<file path="config.mk">
export PLATFORM = sky130hd
export DESIGN_NAME = lap_buffer
export DESIGN_NICKNAME = d
export VERILOG_FILES = /design/src/rtl/lap_buffer.sv
export SDC_FILE = /design/constraint.sdc
export NUM_CORES = 1
export LEC_CHECK = 0
export CAP_MARGIN = 20
export CORE_UTILIZATION = 30
export CTS_BUF_LIST = sky130_fd_sc_hd__clkbuf_4 sky130_fd_sc_hd__clkbuf_8
export DETAILED_ROUTE_END_ITERATION = 12
export GPL_TIMING_DRIVEN = 0
export PLACE_DENSITY = 0.46
export SETUP_SLACK_MARGIN = 0.2
export SYNTH_ARGS = -nofsm -noshare
export SYNTH_HDL_FRONTEND = slang
export SYNTH_SLANG_ARGS = --single-unit
</file>
<file path="constraint.sdc">
create_clock -name clock -period 4.65 [get_ports clock]
set_input_delay 1.395 -clock clock [delete_from_list [all_inputs] [get_ports clock]]
set_output_delay 1.395 -clock clock [all_outputs]
set_load 0.005 [all_outputs]
</file>
<file path="src/rtl/lap_buffer.sv">
// rtl/lap_buffer.sv - stopwatch lap capture buffer with recall display
//
// Purpose: stores up to DEPTH lap times taken from a live stopwatch. Each
// lap press captures the live time. Each recall press steps the display
// through the stored laps, from oldest to newest, and then returns to live
// time. A clear press empties the buffer.
//
// Ports:
//   clock, reset_n             system clock; asynchronous active-low reset
//   lap, recall, clear         debounced button levels, rising edge = event
//   hour, minute, second       live time, binary
//   m_sec                      live hundredths, 0..99
//   out_hour .. out_m_sec      displayed time, registered, 1-cycle latency
//   show_lap                   1 = a stored lap is displayed, 0 = live time
//   lap_index                  index of the displayed lap, 0 = oldest
//   lap_count                  number of stored laps
//   full, empty                lap_count == DEPTH / lap_count == 0
//   overflow                   sticky: a lap was dropped because buffer full
module lap_buffer #(
  parameter int DEPTH = 8
) (
  input  logic                       clock,
  input  logic                       reset_n,
  input  logic                       lap,
  input  logic                       recall,
  input  logic                       clear,
  input  logic [5:0]                 hour,
  input  logic [5:0]                 minute,
  input  logic [5:0]                 second,
  input  logic [6:0]                 m_sec,
  output logic [5:0]                 out_hour,
  output logic [5:0]                 out_minute,
  output logic [5:0]                 out_second,
  output logic [6:0]                 out_m_sec,
  output logic                       show_lap,
  output logic [$clog2(DEPTH)-1:0]   lap_index,
  output logic [$clog2(DEPTH):0]     lap_count,
  output logic                       full,
  output logic                       empty,
  output logic                       overflow
);

  localparam int IW = $clog2(DEPTH);
  localparam logic [IW:0] DEPTH_C = (IW+1)'(DEPTH);

  typedef enum logic {
    ST_LIVE   = 1'b0,
    ST_RECALL = 1'b1
  } state_t;

  state_t          r_state;
  state_t          w_state_nxt;
  logic [IW-1:0]   r_lap_index;
  logic [IW-1:0]   w_lap_index_nxt;
  logic [IW:0]     r_lap_count;
  logic [IW-1:0]   r_wr_ptr;
  logic            r_overflow;
  logic            r_lap_q;
  logic            r_recall_q;
  logic            r_clear_q;
  logic [24:0]     r_mem [DEPTH];
  logic [24:0]     r_out;

  logic            w_lap_ev;
  logic            w_recall_ev;
  logic            w_clear_ev;
  logic            w_full;
  logic            w_wr_en;
  logic [24:0]     w_live;
  logic [IW:0]     w_idx_inc;

  assign w_live      = {hour, minute, second, m_sec};
  assign w_lap_ev    = lap    & ~r_lap_q;
  assign w_recall_ev = recall & ~r_recall_q;
  assign w_clear_ev  = clear  & ~r_clear_q;
  assign w_full      = (r_lap_count == DEPTH_C);
  // Clear wins over a simultaneous lap press; a lap while full is dropped.
  assign w_wr_en     = w_lap_ev & ~w_clear_ev & ~w_full;
  assign w_idx_inc   = {1'b0, r_lap_index} + {{IW{1'b0}}, 1'b1};

  // Edge-detect copies reset to 0.
  always_ff @(posedge clock or negedge reset_n) begin
    if (!reset_n) begin
      r_lap_q    <= 1'b0;
      r_recall_q <= 1'b0;
      r_clear_q  <= 1'b0;
    end else begin
      r_lap_q    <= lap;
      r_recall_q <= recall;
      r_clear_q  <= clear;
    end
  end

  // Recall decisions use the lap_count held before this edge's lap write.
  always_comb begin
    w_state_nxt     = r_state;
    w_lap_index_nxt = r_lap_index;
    if (w_clear_ev) begin
      w_state_nxt     = ST_LIVE;
      w_lap_index_nxt = '0;
    end else if (w_recall_ev) begin
      case (r_state)
        ST_LIVE: begin
          if (r_lap_count != '0) begin
            w_state_nxt     = ST_RECALL;
            w_lap_index_nxt = '0;
          end
        end
        ST_RECALL: begin
          if (w_idx_inc < r_lap_count) begin
            w_lap_index_nxt = w_idx_inc[IW-1:0];
          end else begin
            w_state_nxt     = ST_LIVE;
            w_lap_index_nxt = '0;
          end
        end
        default: begin
          w_state_nxt     = ST_LIVE;
          w_lap_index_nxt = '0;
        end
      endcase
    end
  end

  always_ff @(posedge clock or negedge reset_n) begin
    if (!reset_n) begin
      r_state     <= ST_LIVE;
      r_lap_index <= '0;
    end else begin
      r_state     <= w_state_nxt;
      r_lap_index <= w_lap_index_nxt;
    end
  end

  always_ff @(posedge clock or negedge reset_n) begin
    if (!reset_n) begin
      r_lap_count <= '0;
      r_wr_ptr    <= '0;
      r_overflow  <= 1'b0;
    end else if (w_clear_ev) begin
      r_lap_count <= '0;
      r_wr_ptr    <= '0;
      r_overflow  <= 1'b0;
    end else if (w_lap_ev) begin
      if (w_full) begin
        r_overflow <= 1'b1;
      end else begin
        r_lap_count <= r_lap_count + 1'b1;
        r_wr_ptr    <= r_wr_ptr + 1'b1;
      end
    end
  end

  // Lap storage carries no reset; clear only rewinds the pointers.
  always_ff @(posedge clock) begin
    if (w_wr_en) begin
      r_mem[r_wr_ptr] <= w_live;
    end
  end

  // Output mux follows the selection held before this edge, so a new
  // selection shows one edge after it is made. The written slot is never
  // the one on display, since lap_index < lap_count == wr_ptr.
  always_ff @(posedge clock or negedge reset_n) begin
    if (!reset_n) begin
      r_out <= '0;
    end else if (r_state == ST_RECALL) begin
      r_out <= r_mem[r_lap_index];
    end else begin
      r_out <= w_live;
    end
  end

  assign out_hour   = r_out[24:19];
  assign out_minute = r_out[18:13];
  assign out_second = r_out[12:7];
  assign out_m_sec  = r_out[6:0];
  assign show_lap   = (r_state == ST_RECALL);
  assign lap_index  = r_lap_index;
  assign lap_count  = r_lap_count;
  assign full       = w_full;
  assign empty      = (r_lap_count == '0);
  assign overflow   = r_overflow;

endmodule
</file>
==> results.toml <==
[outcome]
status = "finished, final reports clean"

[run]
maxCapViolCount = 0

[hold_path]
hold_start = "overflow"
hold_path_class = "reg -> reg"

[sta]
slew_headroom = 0.431
hold_viol_final = 0
fmax_mhz = 277
fin_crit_ns = 3.61
report.final.slew_viol_count = 0
fin_skew_ns = 0.0195
finalSetupViolCount = 0
worstMarginPinSlew_ns = 0.849
period_share = 0.777
rsz0062_at_grt = "false"

[clock_network]
clk_pin_slew_ns = 0.05
root_buffer = "clkbuf_8"
htreeDepth = 2
cts_resized = 0
cts_sinks = 240
cts_tree = "yes"
insertion_delay_ns = 0.54
cts_hold_buf = 0
clock_path_buffers = 3
cts_buffers = 42
cts_setup_buffers = 0

[worst_setup_path]
crit_end = "full"
worst_setup_path_start_kind = "flip-flop"
worstPathCellList = "inv_1 > ha_1 > nand3b_1 > inv_1 > clkdlybuf4s50_1"
crit_path_frequent_cell = "inv_1"
crit_path_end_kind = "output pin"
crit_path_start = "lap_count[0]"
path_class = "reg -> out"
ff2ff_path_depth = 8
required_ns = 3.25
cp_data_arrival_time_ns = 2.22
reg2reg_to = "r_mem[0][15]"
path_buf_inv = 3
reg2reg_from = "lap_count[0]"
crit_slowest_cell = "clkdlybuf4s50_1"
crit_path_max_fanout = 7
cp.depth = 5
ff2ff_setup_slack_ns = 1.72
critPathMaxStageDelay_ns = 0.51
crit_family = "buffers and inverters"

[global_routing]
grt_pass1_wl_um = 30700
grt_max_degree = 23
overflow = 0
antenna_found_initial = 2
track_usage = 0.134
grt_pass1_vias = 5159

[logic_synthesis]
synth-main-ff-cell = "edfxtp_1"
synth-async-reset-ratio = 0.167
yosys.area_share.simple = 0.0342
synth_fp_nets = 498
synthAdderAreaFrac = 0.00947
synth-seq-area-share = 0.758
muxShareOfSynthArea = 0.150
synth_area_mm2 = 0.00925
yosys-top-cells-area = "edfxtp_1 65%, mux4_2 12%, dfrtp_1 11%"
ys_warn_count = 0
synth_top_cell_by_area = "edfxtp_1"
synth_compound_area_frac = 0.0215
synth_seq_cells = 240
synth_top_family_by_area = "multiplexers"
synth_xor_area_frac = 0.00568
yosys.cell_count.top_type = "edfxtp_1"
yosysTopAreaCellShare = 0.649
synth_common_cells = "200 x edfxtp_1, 49 x mux4_2, 40 x dfrtp_1"
synthCells = 461
synth.distinct_cells = 35
syn_area_per_cell_um2 = 20.1
synth_edf_count = 200

[finish]
drive_gt1_frac = 0.260
design_area_mm2 = 0.0115
fillers = 2767
final_cell_count_no_fill = 1006
fin_nets = 620
synthToLayoutAreaGrowth_pct = 24.1

[power]
peakVddDrop_mv = 0.137
p_leak_nw = 3.78
power.density_mw_per_mm2 = 431

[drt]
via_count = 4571
wl_um = 20500
dr.pass1.iters = 4
wl_per_cell_um = 20.4
route.detailed.drc = 0
ant_nets = 0
drt_iter0_drc = 202
via_per_inst = 4.54

[floorplanning]
start_util = 0.309
rows = 63
die_h_um = 178
ios = 66
coreArea_mm2 = 0.0300
die_x_um = 178
dieArea_mm2 = 0.0315

[placement]
io_buffers = 65
postPlaceCellArea_mm2 = 0.0106
dp.cells = 929
dp_hpwl_um = 13100
place.gp.congestion = 0.741
[cells by family after synthesis]
logic type / after synthesis
adder cells (fa/ha/maj): 7
flip-flops: 240
XOR/XNOR: 6
buffers and inverters: 29
multiplexers: 76
AO/OA/AOI/OAI: 37
AND/OR/NAND/NOR: 66
[per-layer routing]
metal  share of wire  routed length, um  track usage
met1            0.42               8540        0.162
met2            0.52              10700        0.238
met3           0.048                979       0.0315
met4           0.017                350       0.0381
met5               0                  0            0
[worst min-delay path by stage]
stage | to | slack (ns) | cells past startpoint
2_1_floorplan | overflow | 0.49 | 2
3_3_place_gp | overflow | 0.48 | 2
3_5_place_dp | overflow | 0.51 | 2
4_1_cts | overflow | 0.52 | 2
5_1_grt | overflow | 0.54 | 2
6_report | overflow | 0.51 | 2
[worst register-to-register path, cell delays in order, from the launching register on]
cell	delay [ns]
dfrtp_1	0.42
inv_1	0.10
ha_1	0.23
nand3b_1	0.29
nand2_4	0.12
or3_4	0.41
nor3_2	0.66
buf_6	0.25
buf_6	0.16
[placed cells by master, fill, tap and decap left out, types with 2 or more instances in the layout]
cell type,n
edfxtp_1,200
clkdlybuf4s50_1,64
mux4_2,49
clkbuf_8,45
dfrtp_1,40
nor2_1,33
a21oi_1,29
mux2i_1,25
clkbuf_4,20
buf_2,10
buf_12,10
clkbuf_1,8
buf_6,8
ha_1,7
inv_1,6
nor2_4,6
nand3_1,5
clkinv_1,5
nand2b_1,4
nor2b_1,4
clkinv_2,4
xor2_1,3
nand2_1,3
xnor2_1,3
o21ai_0,3
nand4_1,2
nor3_2,2
a22o_1,2
[cell type report]
cell class / instances / area [um^2] / area share
clock inverter: 11 / 57.6 / 0.00502
clock buffer: 65 / 769 / 0.0671
buffer: 23 / 173 / 0.0150
antenna: 1 / 2.50 / 0.000218
tap: 390 / 488 / 0.0425
timing repair buffer: 78 / 853 / 0.0744
inverter: 6 / 22.5 / 0.00196
multi-input combinational: 192 / 2100 / 0.183
sequential: 240 / 7010 / 0.611
[through the flow]
stage	worst slack [ns]	hold WS, ns	power, mW	TNS, ns	utilization
final	1.04	0.506	4.94	0	0.383
after global routing	0.867	0.539	5.17	0	0.383
after CTS	0.998	0.523	5.03	0	0.383
after detailed placement	0.510	0.507	3.13	0	0.355
after global placement	-2.29	0.481	3.10	-202.55	0.347
after floorplan	0.360	0.486	2.79	0	-
[power by group]
group | internal, mW | switching (mW)
combinational | 0.292 | 0.288
clock | 1.05 | 0.822
sequential | 2.45 | 0.0408
[registers in the layout, summed over array words and instances (netlist names)]
| register | flops |
|---|---|
| r_recall_q | 1 |
| r_clear_q | 1 |
| lap_count | 4 |
| r_wr_ptr | 3 |
| r_lap_q | 1 |
| r_mem | 200 |
| show_lap | 1 |
| r_out | 25 |
| lap_index | 3 |
| overflow | 1 |
Power figures use the tool's default switching activity.
